`src/rtl/seq_mult_pkg.sv`:
```
// Shared types and helpers for the sequential shift-add multiplier.
// Optional signed operation is enabled with the SEQ_MULT_SIGNED_EN macro.
package seq_mult_pkg;

    localparam int unsigned DEFAULT_WIDTH = 8;
    localparam int unsigned MAX_WIDTH     = 32;

    typedef enum logic [1:0] {
        IDLE,
        BUSY,
        DONE
    } state_t;

    // Returns the upper or lower width-bit half of a product, zero-padded to MAX_WIDTH.
    function automatic logic [MAX_WIDTH-1:0] half_select(
        input logic [2*MAX_WIDTH-1:0] prod,
        input int unsigned            width,
        input logic                   hi_sel
    );
        logic [2*MAX_WIDTH-1:0] shifted;
        logic [2*MAX_WIDTH-1:0] mask;
        shifted = hi_sel ? (prod >> width) : prod;
        mask    = (64'd1 << width) - 64'd1;
        return MAX_WIDTH'(shifted & mask);
    endfunction

endpackage

```
`src/rtl/seq_mult_acc.sv`:
```
// Shift-add datapath for seq_mult: 2*WIDTH accumulator, shifting operands
// and iteration counter; flags the final iteration to the control FSM.
module seq_mult_acc
    import seq_mult_pkg::*;
#(
    parameter int unsigned WIDTH = DEFAULT_WIDTH
) (
    input  logic                 clk,
    input  logic                 rst_n,
    input  logic                 start,
    input  logic                 step,
    input  logic [WIDTH-1:0]     mcand,
    input  logic [WIDTH-1:0]     mplier,
    output logic [2*WIDTH-1:0]   acc_next,
    output logic                 done
);

    localparam int unsigned CNT_W = $clog2(WIDTH + 1);

    logic [2*WIDTH-1:0] acc;
    logic [2*WIDTH-1:0] mcand_sh;
    logic [WIDTH-1:0]   mplier_sh;
    logic [CNT_W-1:0]   cnt;

    // mcand_sh always equals the multiplicand shifted left by cnt.
    always_comb begin
        acc_next = acc + (mplier_sh[0] ? mcand_sh : '0);
        done     = step && (cnt == CNT_W'(WIDTH - 1));
    end

    always_ff @(posedge clk or negedge rst_n) begin
        if (!rst_n) begin
            acc       <= '0;
            mcand_sh  <= '0;
            mplier_sh <= '0;
            cnt       <= '0;
        end else if (start) begin
            acc       <= '0;
            mcand_sh  <= {{WIDTH{1'b0}}, mcand};
            mplier_sh <= mplier;
            cnt       <= '0;
        end else if (step) begin
            acc       <= acc_next;
            mcand_sh  <= mcand_sh << 1;
            mplier_sh <= mplier_sh >> 1;
            cnt       <= cnt + CNT_W'(1);
        end
    end

endmodule

```
`src/rtl/seq_mult.sv`:
```
// Multi-cycle shift-add multiplier with valid/ready handshakes on both sides.
// Define SEQ_MULT_SIGNED_EN to honour signed_mode (sign-magnitude operation).
module seq_mult
    import seq_mult_pkg::*;
#(
    parameter int unsigned WIDTH = DEFAULT_WIDTH
) (
    input  logic                 clk,
    input  logic                 rst_n,
    input  logic                 in_valid,
    output logic                 in_ready,
    input  logic [WIDTH-1:0]     a,
    input  logic [WIDTH-1:0]     b,
    input  logic                 hi_sel,
    input  logic                 signed_mode,
    output logic                 out_valid,
    input  logic                 out_ready,
    output logic [2*WIDTH-1:0]   product,
    output logic [WIDTH-1:0]     out_half
);

    state_t             state;
    logic               start;
    logic               step;
    logic               acc_done;
    logic               hi_q;
    logic [WIDTH-1:0]   mag_a;
    logic [WIDTH-1:0]   mag_b;
    logic [2*WIDTH-1:0] acc_next;
    logic [2*WIDTH-1:0] result;

    assign in_ready = (state == IDLE);
    assign start    = in_valid && (state == IDLE);
    assign step     = (state == BUSY);

`ifdef SEQ_MULT_SIGNED_EN
    logic sign_a;
    logic sign_b;
    logic neg_q;

    // Magnitudes fit WIDTH unsigned bits, including -2^(WIDTH-1).
    always_comb begin
        sign_a = signed_mode && a[WIDTH-1];
        sign_b = signed_mode && b[WIDTH-1];
        mag_a  = sign_a ? -a : a;
        mag_b  = sign_b ? -b : b;
    end

    assign result = neg_q ? -acc_next : acc_next;
`else
    logic unused_signed_mode;

    assign unused_signed_mode = signed_mode;
    assign mag_a              = a;
    assign mag_b              = b;
    assign result             = acc_next;
`endif

    seq_mult_acc #(
        .WIDTH(WIDTH)
    ) u_acc (
        .clk      (clk),
        .rst_n    (rst_n),
        .start    (start),
        .step     (step),
        .mcand    (mag_a),
        .mplier   (mag_b),
        .acc_next (acc_next),
        .done     (acc_done)
    );

    always_ff @(posedge clk or negedge rst_n) begin
        if (!rst_n) begin
            state     <= IDLE;
            out_valid <= 1'b0;
            product   <= '0;
            out_half  <= '0;
            hi_q      <= 1'b0;
`ifdef SEQ_MULT_SIGNED_EN
            neg_q     <= 1'b0;
`endif
        end else begin
            case (state)
                IDLE: begin
                    if (in_valid) begin
                        hi_q  <= hi_sel;
`ifdef SEQ_MULT_SIGNED_EN
                        neg_q <= sign_a ^ sign_b;
`endif
                        state <= BUSY;
                    end
                end
                BUSY: begin
                    if (acc_done) begin
                        product   <= result;
                        out_half  <= WIDTH'(half_select((2*MAX_WIDTH)'(result), WIDTH, hi_q));
                        out_valid <= 1'b1;
                        state     <= DONE;
                    end
                end
                DONE: begin
                    if (out_ready) begin
                        out_valid <= 1'b0;
                        state     <= IDLE;
                    end
                end
                default: state <= IDLE;
            endcase
        end
    end

endmodule

```
`config.mk`:
```
export PLATFORM = sky130hd
export DESIGN_NAME = seq_mult
export DESIGN_NICKNAME = d
export VERILOG_FILES = /design/src/rtl/seq_mult_pkg.sv /design/src/rtl/seq_mult_acc.sv /design/src/rtl/seq_mult.sv
export SDC_FILE = /design/constraint.sdc
export NUM_CORES = 1
export LEC_CHECK = 0
export ABC_AREA = 1
export CAP_MARGIN = 5
export CORE_MARGIN = 2
export CORE_UTILIZATION = 23
export CTS_BUF_LIST = sky130_fd_sc_hd__clkbuf_8
export DETAILED_ROUTE_END_ITERATION = 8
export DONT_BUFFER_PORTS = 1
export GPL_TIMING_DRIVEN = 0
export HOLD_SLACK_MARGIN = 0.05
export SLEW_MARGIN = 15
export SYNTH_ARGS = -nofsm -noshare
export SYNTH_HDL_FRONTEND = slang
export SYNTH_SLANG_ARGS = --single-unit
```
`constraint.sdc`:
```
create_clock -name clk -period 1.75 [get_ports clk]
set_input_delay 0.35 -clock clk [delete_from_list [all_inputs] [get_ports clk]]
set_output_delay 0.35 -clock clk [all_outputs]
set_load 0.01 [all_outputs]
```
==> results of run 1 <==
## worst max-delay path: stages, from the launching register on
cell,delay [ps]
dfrtp_1,370
buf_6,130
nand2_4,60
inv_4,30
ha_4,150
fa_2,390
nand2_1,80
nand2_1,70
nand3_2,100
nand2_4,70
nand2_2,70
nand2_1,50
nand2_1,60
nand2_2,80
buf_4,140
o21ai_2,100
## worst max-delay path by stage
stage	start	to	slack (ps)
6_report	u_acc.mplier_sh[0]	u_acc.acc[10]	-300
5_1_grt	u_acc.mplier_sh[0]	out_half[6]	-430
4_1_cts	u_acc.mplier_sh[0]	out_half[4]	-260
3_5_place_dp	u_acc.mplier_sh[0]	out_half[4]	-360
3_3_place_gp	u_acc.mplier_sh[0]	out_half[4]	-360
2_1_floorplan	u_acc.mplier_sh[0]	out_half[2]	-110
## per-layer routing
| layer | up-vias | part of all wire |
|---|---|---|
| met5 | - | 0 |
| met4 | 0 | 0.013 |
| met3 | 14 | 0.058 |
| met2 | 73 | 0.44 |
| met1 | 1609 | 0.49 |
| li1 | 1734 | - |
## power groups by stage
stage	Clock, mW	Sequential, mW	Combinational [mW]
finish	1.36	3.08	5.79
detailed placement	0	3.10	4.26
global placement	0	3.09	4.19
floorplan	0	2.93	3.28
global route	1.46	3.20	6.37
CTS	1.39	3.09	4.93
## sequential cells by signal, indices dropped and copies added, names as in the netlist
register	count
product	16
u_acc.acc	16
u_acc.mcand_sh	16
out_half	8
u_acc.mplier_sh	8
u_acc.cnt	4
state	2
hi_q	1
out_valid	1
## placed cells by master (no fill, tap or decap), types with 11 or more instances in the layout
cell / count
buf_4: 20
inv_1: 62
nand2_2: 40
nand2_1: 148
o21ai_1: 18
nand3_1: 25
nand3_2: 11
nand2_4: 20
inv_2: 20
ha_4: 13
dfrtp_1: 72
## what timing repair did
action                     in CTS  in global routing
hold endpoints to repair       72                 73
gates resized for setup        72                 72
pin swaps                      40                 44
setup endpoints to repair      34                 36
setup buffers                   8                 12
gates cloned                    0                  0
## logic make-up after synthesis
| group | after synthesis | share of synthesized area |
|---|---|---|
| multiplexers | 1 | 0.00249 |
| XOR/XNOR | 5 | 0.0109 |
| buffers and inverters | 100 | 0.106 |
| AO/OA/AOI/OAI | 63 | 0.0971 |
| AND/OR/NAND/NOR | 273 | 0.281 |
| flip-flops | 72 | 0.448 |
| adder cells (fa/ha/maj) | 17 | 0.0548 |
## through the flow
stage	worst slack, ps	total power, mW
detailed placement	-357	7.36
finish	-303	10.2
global placement	-357	7.27
floorplan	-111	6.22
global route	-430	11.0
CTS	-263	9.41
## final cells by class
cell class                 count  area share
sequential                    72       0.337
multi-input combinational    359       0.457
inverter                      84      0.0604
timing repair buffer          21      0.0307
clock buffer                  10      0.0257
buffer                        16      0.0257
tap                          225      0.0527
clock inverter                 6      0.0112
==> results.md, run 1 <==
- Startpoint Class: flip-flop
- Final min period: 2050 ps
- VDD IR-drop max: 0.000678 V
- Slew @ Worst Pin: 835 ps
- Flip-flop and latch area: 1800 µm²
- Fraction of registers with async set/reset: 1.00
- Placement-stage cell area: 4470 µm²
- Net switching power figure: 4.68 mW
- Lkg Pwr: 2.73 nW
- Post-synth EDFFs: 0
- Initial antenna violation count: 0
- Setup TNS: -6370 ps
- Switching share of power: 0.458
- Nets: 602
- Root buffer cell: clkbuf_8
- Layout cells sized above 1: 0.340
- Area Growth Syn to Fin: 32.9%
- Max Clk Rate: 487 MHz
- Violated checks: hold timing, setup timing
- Slew Limit Fails: 0
- Clock Sinks: 72
- Register area share after synthesis: 0.448
- Post-route ant nets: 0
- TritonCTS Buffers: 9
- Reg2Reg Depth: 15
- Pwr dens: 1910 nW/µm²
- Die Wd: 136 µm
- Drt via density: 4.33
- Clock Skews: 6.41 ps
- # DRC: 0
- GRT Max-Usage Layer: met2
- Critical Path RT: 2040 ps
- Max Cap Viol: 0
- Status: finished with violations
- Worst Setup Slack, final: -303 ps
- Hold_ws: -329 ps
- Crit path DAT: 2340 ps
- Slew margin rel.: 0.444
- CORE AREA: 17200 µm²
- Port Buffer Count: 0
- Combinational group share of total power: 0.566
- Seq cells post-synth: 72
- Cell Int Power: 5.55 mW
- First-pass GRT wire length: 17.5 mm
- Unrepaired setup endpoints after global routing: yes
- Final instance area: 5350 µm²
- Footprint of the multi-input gates: 2440 µm²
- Htree depth: 3
- Io pins: 48
- Placed cells: 756
- CTS Buffer Depth: 2
- Total die area: 18600 µm²
- Reg2Reg Capture Point: u_acc.acc[10]
- Non-filler cells, final: 793
- Reg2Reg Launch Point: u_acc.mplier_sh[0]
- Drt wl/cell: 14.0 µm
- Share of the synthesized area in the top cell type: 0.448
- Final hold violations: 72
- Cell Area, Synth: 4020 µm²
- Crit path kind: flip-flop to flip-flop
- Initial Util: 0.234
- Flop pwr share: 0.301
- Worst-path clk slew: 80 ps
- M3 GR Usage: 0.0365
- HPWL Detailed: 7.81 mm
- Router iterations before antenna repair: 4
- Met2 usage: 0.183
- Crit. End Element: flip-flop
- Grt met1 use: 0.173
- Clk network pwr share: 0.133
- Total inserted antenna cells: 0
- Skew-Pair Late Insertion Delay: 370 ps
- Gate Count Post-Synth: 531
- Distinct cells, synth: 33
- Fill cell count: 1876
- Crit Path Max Fanout: 5
- Die Height: 136 µm
- Post-Route Utilization: 0.311
- Row cnt: 48
- Synthesis Warnings: 0
- Syn Area/Cell: 7.57 µm²
- Vias: 3430
- Largest net degree at the start of global routing: 73
- Routability Congestion: 0.839
- Most common cell in the netlist: nand2_1
- CTS tree: yes
- Vias in the first global route: 3422
- GR Util All Layers: 0.124
- DRT iter0 DRCs: 165
- Largest cells by area after synthesis: dfrtp_1 (45%), nand2_1 (19%), inv_1 (7.1%)
- Synth Flop Type: dfrtp_1
- Reg2Reg Setup Slack: -300 ps
- GR Overflow Total: 0
- Post-synth net total: 570
- WL final: 11.1 mm
- HP Class: input pin to asynchronous set/reset pin
- Fin crit share: 1.17
- Yosys top cell by area: dfrtp_1
- Final setup fails: 32
- Synth cell count leaders: nand2_1 (206), inv_1 (76), dfrtp_1 (72)
Power figures use the tool's default switching activity.
==> inputs of run 2 (changes only) <==
==> constraint.sdc (replaced) <==
create_clock -name clk -period 1.75 [get_ports clk]
set_input_delay 0.35 -clock clk [delete_from_list [all_inputs] [get_ports clk]]
set_output_delay 0.35 -clock clk [all_outputs]
set_load 0.05 [all_outputs]
==> run 2 against run 1 <==
  * Sequential share of layout area down 0.10 points
  * Clock skew about the same
  * Final area up 0.37%
  * Fmax about the same
  * The run still ends with hold timing, setup timing left
  * Total power up 8.2%
  * Final cell count unchanged
  * Register-to-register slack about the same
  * Clock-buffer cell count unchanged
  * Combinational power up 1%
  * Core utilization up 0.12 points
  * Sequential cell count unchanged
==> results.md, run 2 (same netlist as run 1, synthesis figures left out) <==
- Root buffer cell: clkbuf_8
- Violated checks: hold timing, setup timing
- Clock Sinks: 72 (unchanged)
- Crit path kind: flip-flop to flip-flop
- Htree depth: 3 (unchanged)
- Hold_ws: -333 ps (-3.83 ps)
- Largest regs: product: 16 flops, u_acc.acc: 16 flops, u_acc.mcand_sh: 16 flops
- Critical path origin: u_acc.mplier_sh[0]
- Setup TNS: -6590 ps (-216 ps)
- Total die area: 18600 µm² (unchanged)
- Drt via density: 4.35 (+0.58%)
- DRT met1 WL: 5.54 mm (+2.7%)
- Pwr dens: 2060 nW/µm² (+7.8%)
- Reg2Reg Launch Point: u_acc.mplier_sh[0]
- Critical Path RT: 2040 ps (about the same)
- Initial Util: 0.234 (unchanged)
- Vias: 3450 (+0.58%)
- Routability Congestion: 0.839 (unchanged)
- Final min period: 2050 ps (+0.268 ps)
- Top Layer Used: met4
- Area Growth Syn to Fin: 33.4%
- Final setup fails: 32 (unchanged)
- Unrepaired setup endpoints after global routing: yes
- Reg2Reg Capture Point: u_acc.acc[10]
- HPWL Detailed: 7.81 mm (unchanged)
- # DRC: 0 (unchanged)
- Reg2Reg Setup Slack: -300 ps (about the same)
- Slew Limit Fails: 0 (unchanged)
- Die Height: 136 µm (unchanged)
- Max Clk Rate: 487 MHz (about the same)
- Max Cap Viol: 0 (unchanged)
- Worst Setup Slack, final: -304 ps (-0.268 ps)
- Crit path DAT: 2350 ps (about the same)
- CTS tree: yes
- Final instance area: 5370 µm² (+0.37%)
- Overall power: 11.1 mW (+8.2%)
- Clock Skews: 6.30 ps (-0.119 ps)
- Slew @ Worst Pin: 807 ps (-27.2 ps)
- First-pass GRT wire length: 17.5 mm (+0.15%)
- Total inserted antenna cells: 0 (unchanged)
- Row cnt: 48 (unchanged)
- Layout cells sized above 1: 0.343 (+0.00352)
- Router iterations before antenna repair: 4 (unchanged)
- Drt wl/cell: 14.1 µm (+0.74%)
- CTS Buffer Depth: 2 (unchanged)
- VDD IR-drop max: 0.000785 V (+16%)
- Fill cell count: 1874 (-0.11%)
- Post-route ant nets: 0 (unchanged)
- Status: finished with violations
- Non-filler cells, final: 793 (unchanged)
- Lkg Pwr: 2.73 nW (+0.28%)
- Met2 wire length: 4.90 mm (+0.25%)
- Vias in the first global route: 3421 (-0.029%)
- Reg2Reg Depth: 15 (unchanged)
- CORE AREA: 17200 µm² (unchanged)
- Placed cells: 756 (unchanged)
- Most common cell after layout, fill and taps aside: nand2_1
- Skew-Pair Late Insertion Delay: 370 ps (about the same)
- GR Util All Layers: 0.124 (about the same)
- Initial antenna violation count: 0 (unchanged)
- Post-Route Utilization: 0.312 (+0.00117)
- Port Buffer Count: 0 (unchanged)
- Fin crit share: 1.17 (about the same)
- Final hold violations: 72 (unchanged)
- Most frequent cells in the layout: nand2_1 (147), dfrtp_1 (71), inv_1 (63)
- Crit. End Element: flip-flop
- Crit Path Max Fanout: 6 (+1)
- WL met3: 589 µm (-8.5%)
- DRT iter0 DRCs: 190 (+15%)
- TritonCTS Buffers: 9 (unchanged)
- Worst-path clk slew: 80 ps (about the same)
- Largest net degree at the start of global routing: 73 (unchanged)
- Nets: 602 (unchanged)
- Slew margin rel.: 0.462 (+0.0181)
- WL final: 11.2 mm (+0.74%)
- Startpoint Class: flip-flop
- Placement-stage cell area: 4470 µm² (unchanged)
- HP Class: input pin to asynchronous set/reset pin
- Die Wd: 136 µm (unchanged)
- Io pins: 48 (unchanged)
- GR Overflow Total: 0 (unchanged)
==> run 2: critical path: stages (launching register included) <==
cell and delay, ps:
dfrtp_1 370, buf_6 140, nand2_4 60, inv_4 30, ha_4 150, fa_2 390
nand2_1 80, nand2_1 70, nand3_2 100, nand2_4 70, nand2_2 70, nand2_1 50
nand2_1 60, nand2_2 80, buf_4 140, o21ai_2 100
==> run 2: report_power, final <==
group | internal [mW] | switching [mW]
clock | 0.690 | 0.676
sequential | 2.38 | 1.47
combinational | 2.47 | 3.38
total | 5.55 | 5.53
==> run 2: stage by stage <==
step	hold WS, ps	worst slack (ps)
finish	-333	-304
global route	-351	-435
CTS	-341	-264
detailed placement	57.5	-357
global placement	57.8	-357
floorplan	54.4	-112
==> run 2: metal layers <==
layer  global-route usage  vias to the layer above
met5                    0                        -
li1                     -                     1736
met4               0.0382                        0
met2                0.183                       71
met3               0.0365                       10
met1                0.173                     1633
==> run 2: layout make-up <==
class,instances,area [µm²],share of cell area
Sequential cell,72,1800,0.336
Buffer,16,140,0.0261
Clock buffer,10,138,0.0256
Inverter,84,328,0.0611
Tap cell,225,282,0.0525
Timing Repair Buffer,21,164,0.0305
Clock inverter,6,60.1,0.0112
Multi-Input combinational cell,359,2450,0.457
==> run 2: worst max path at each step <==
stage	end	slack, ps
2_1_floorplan	out_half[2]	-110
3_3_place_gp	out_half[4]	-360
3_5_place_dp	out_half[4]	-360
4_1_cts	out_half[4]	-260
5_1_grt	out_half[6]	-440
6_report	u_acc.acc[10]	-300
==> run 2: what timing repair did <==
| item | 4_1_cts | 5_1_grt |
|---|---|---|
| gates resized for setup | 74 | 77 |
| hold endpoints to repair | 72 | 73 |
| setup endpoints to repair | 59 | 59 |
| pin swaps | 40 | 44 |
| buffers inserted | 8 | 12 |
==> inputs of run 3 (changes only) <==
==> constraint.sdc (replaced) <==
create_clock -name clk -period 1.75 [get_ports clk]
set_input_delay 0.35 -clock clk [delete_from_list [all_inputs] [get_ports clk]]
set_output_delay 0.35 -clock clk [all_outputs]
set_load 0.01 [all_outputs]
==> results of run 3 <==
Final layout, timing and power as in run 1 (identical DEF).
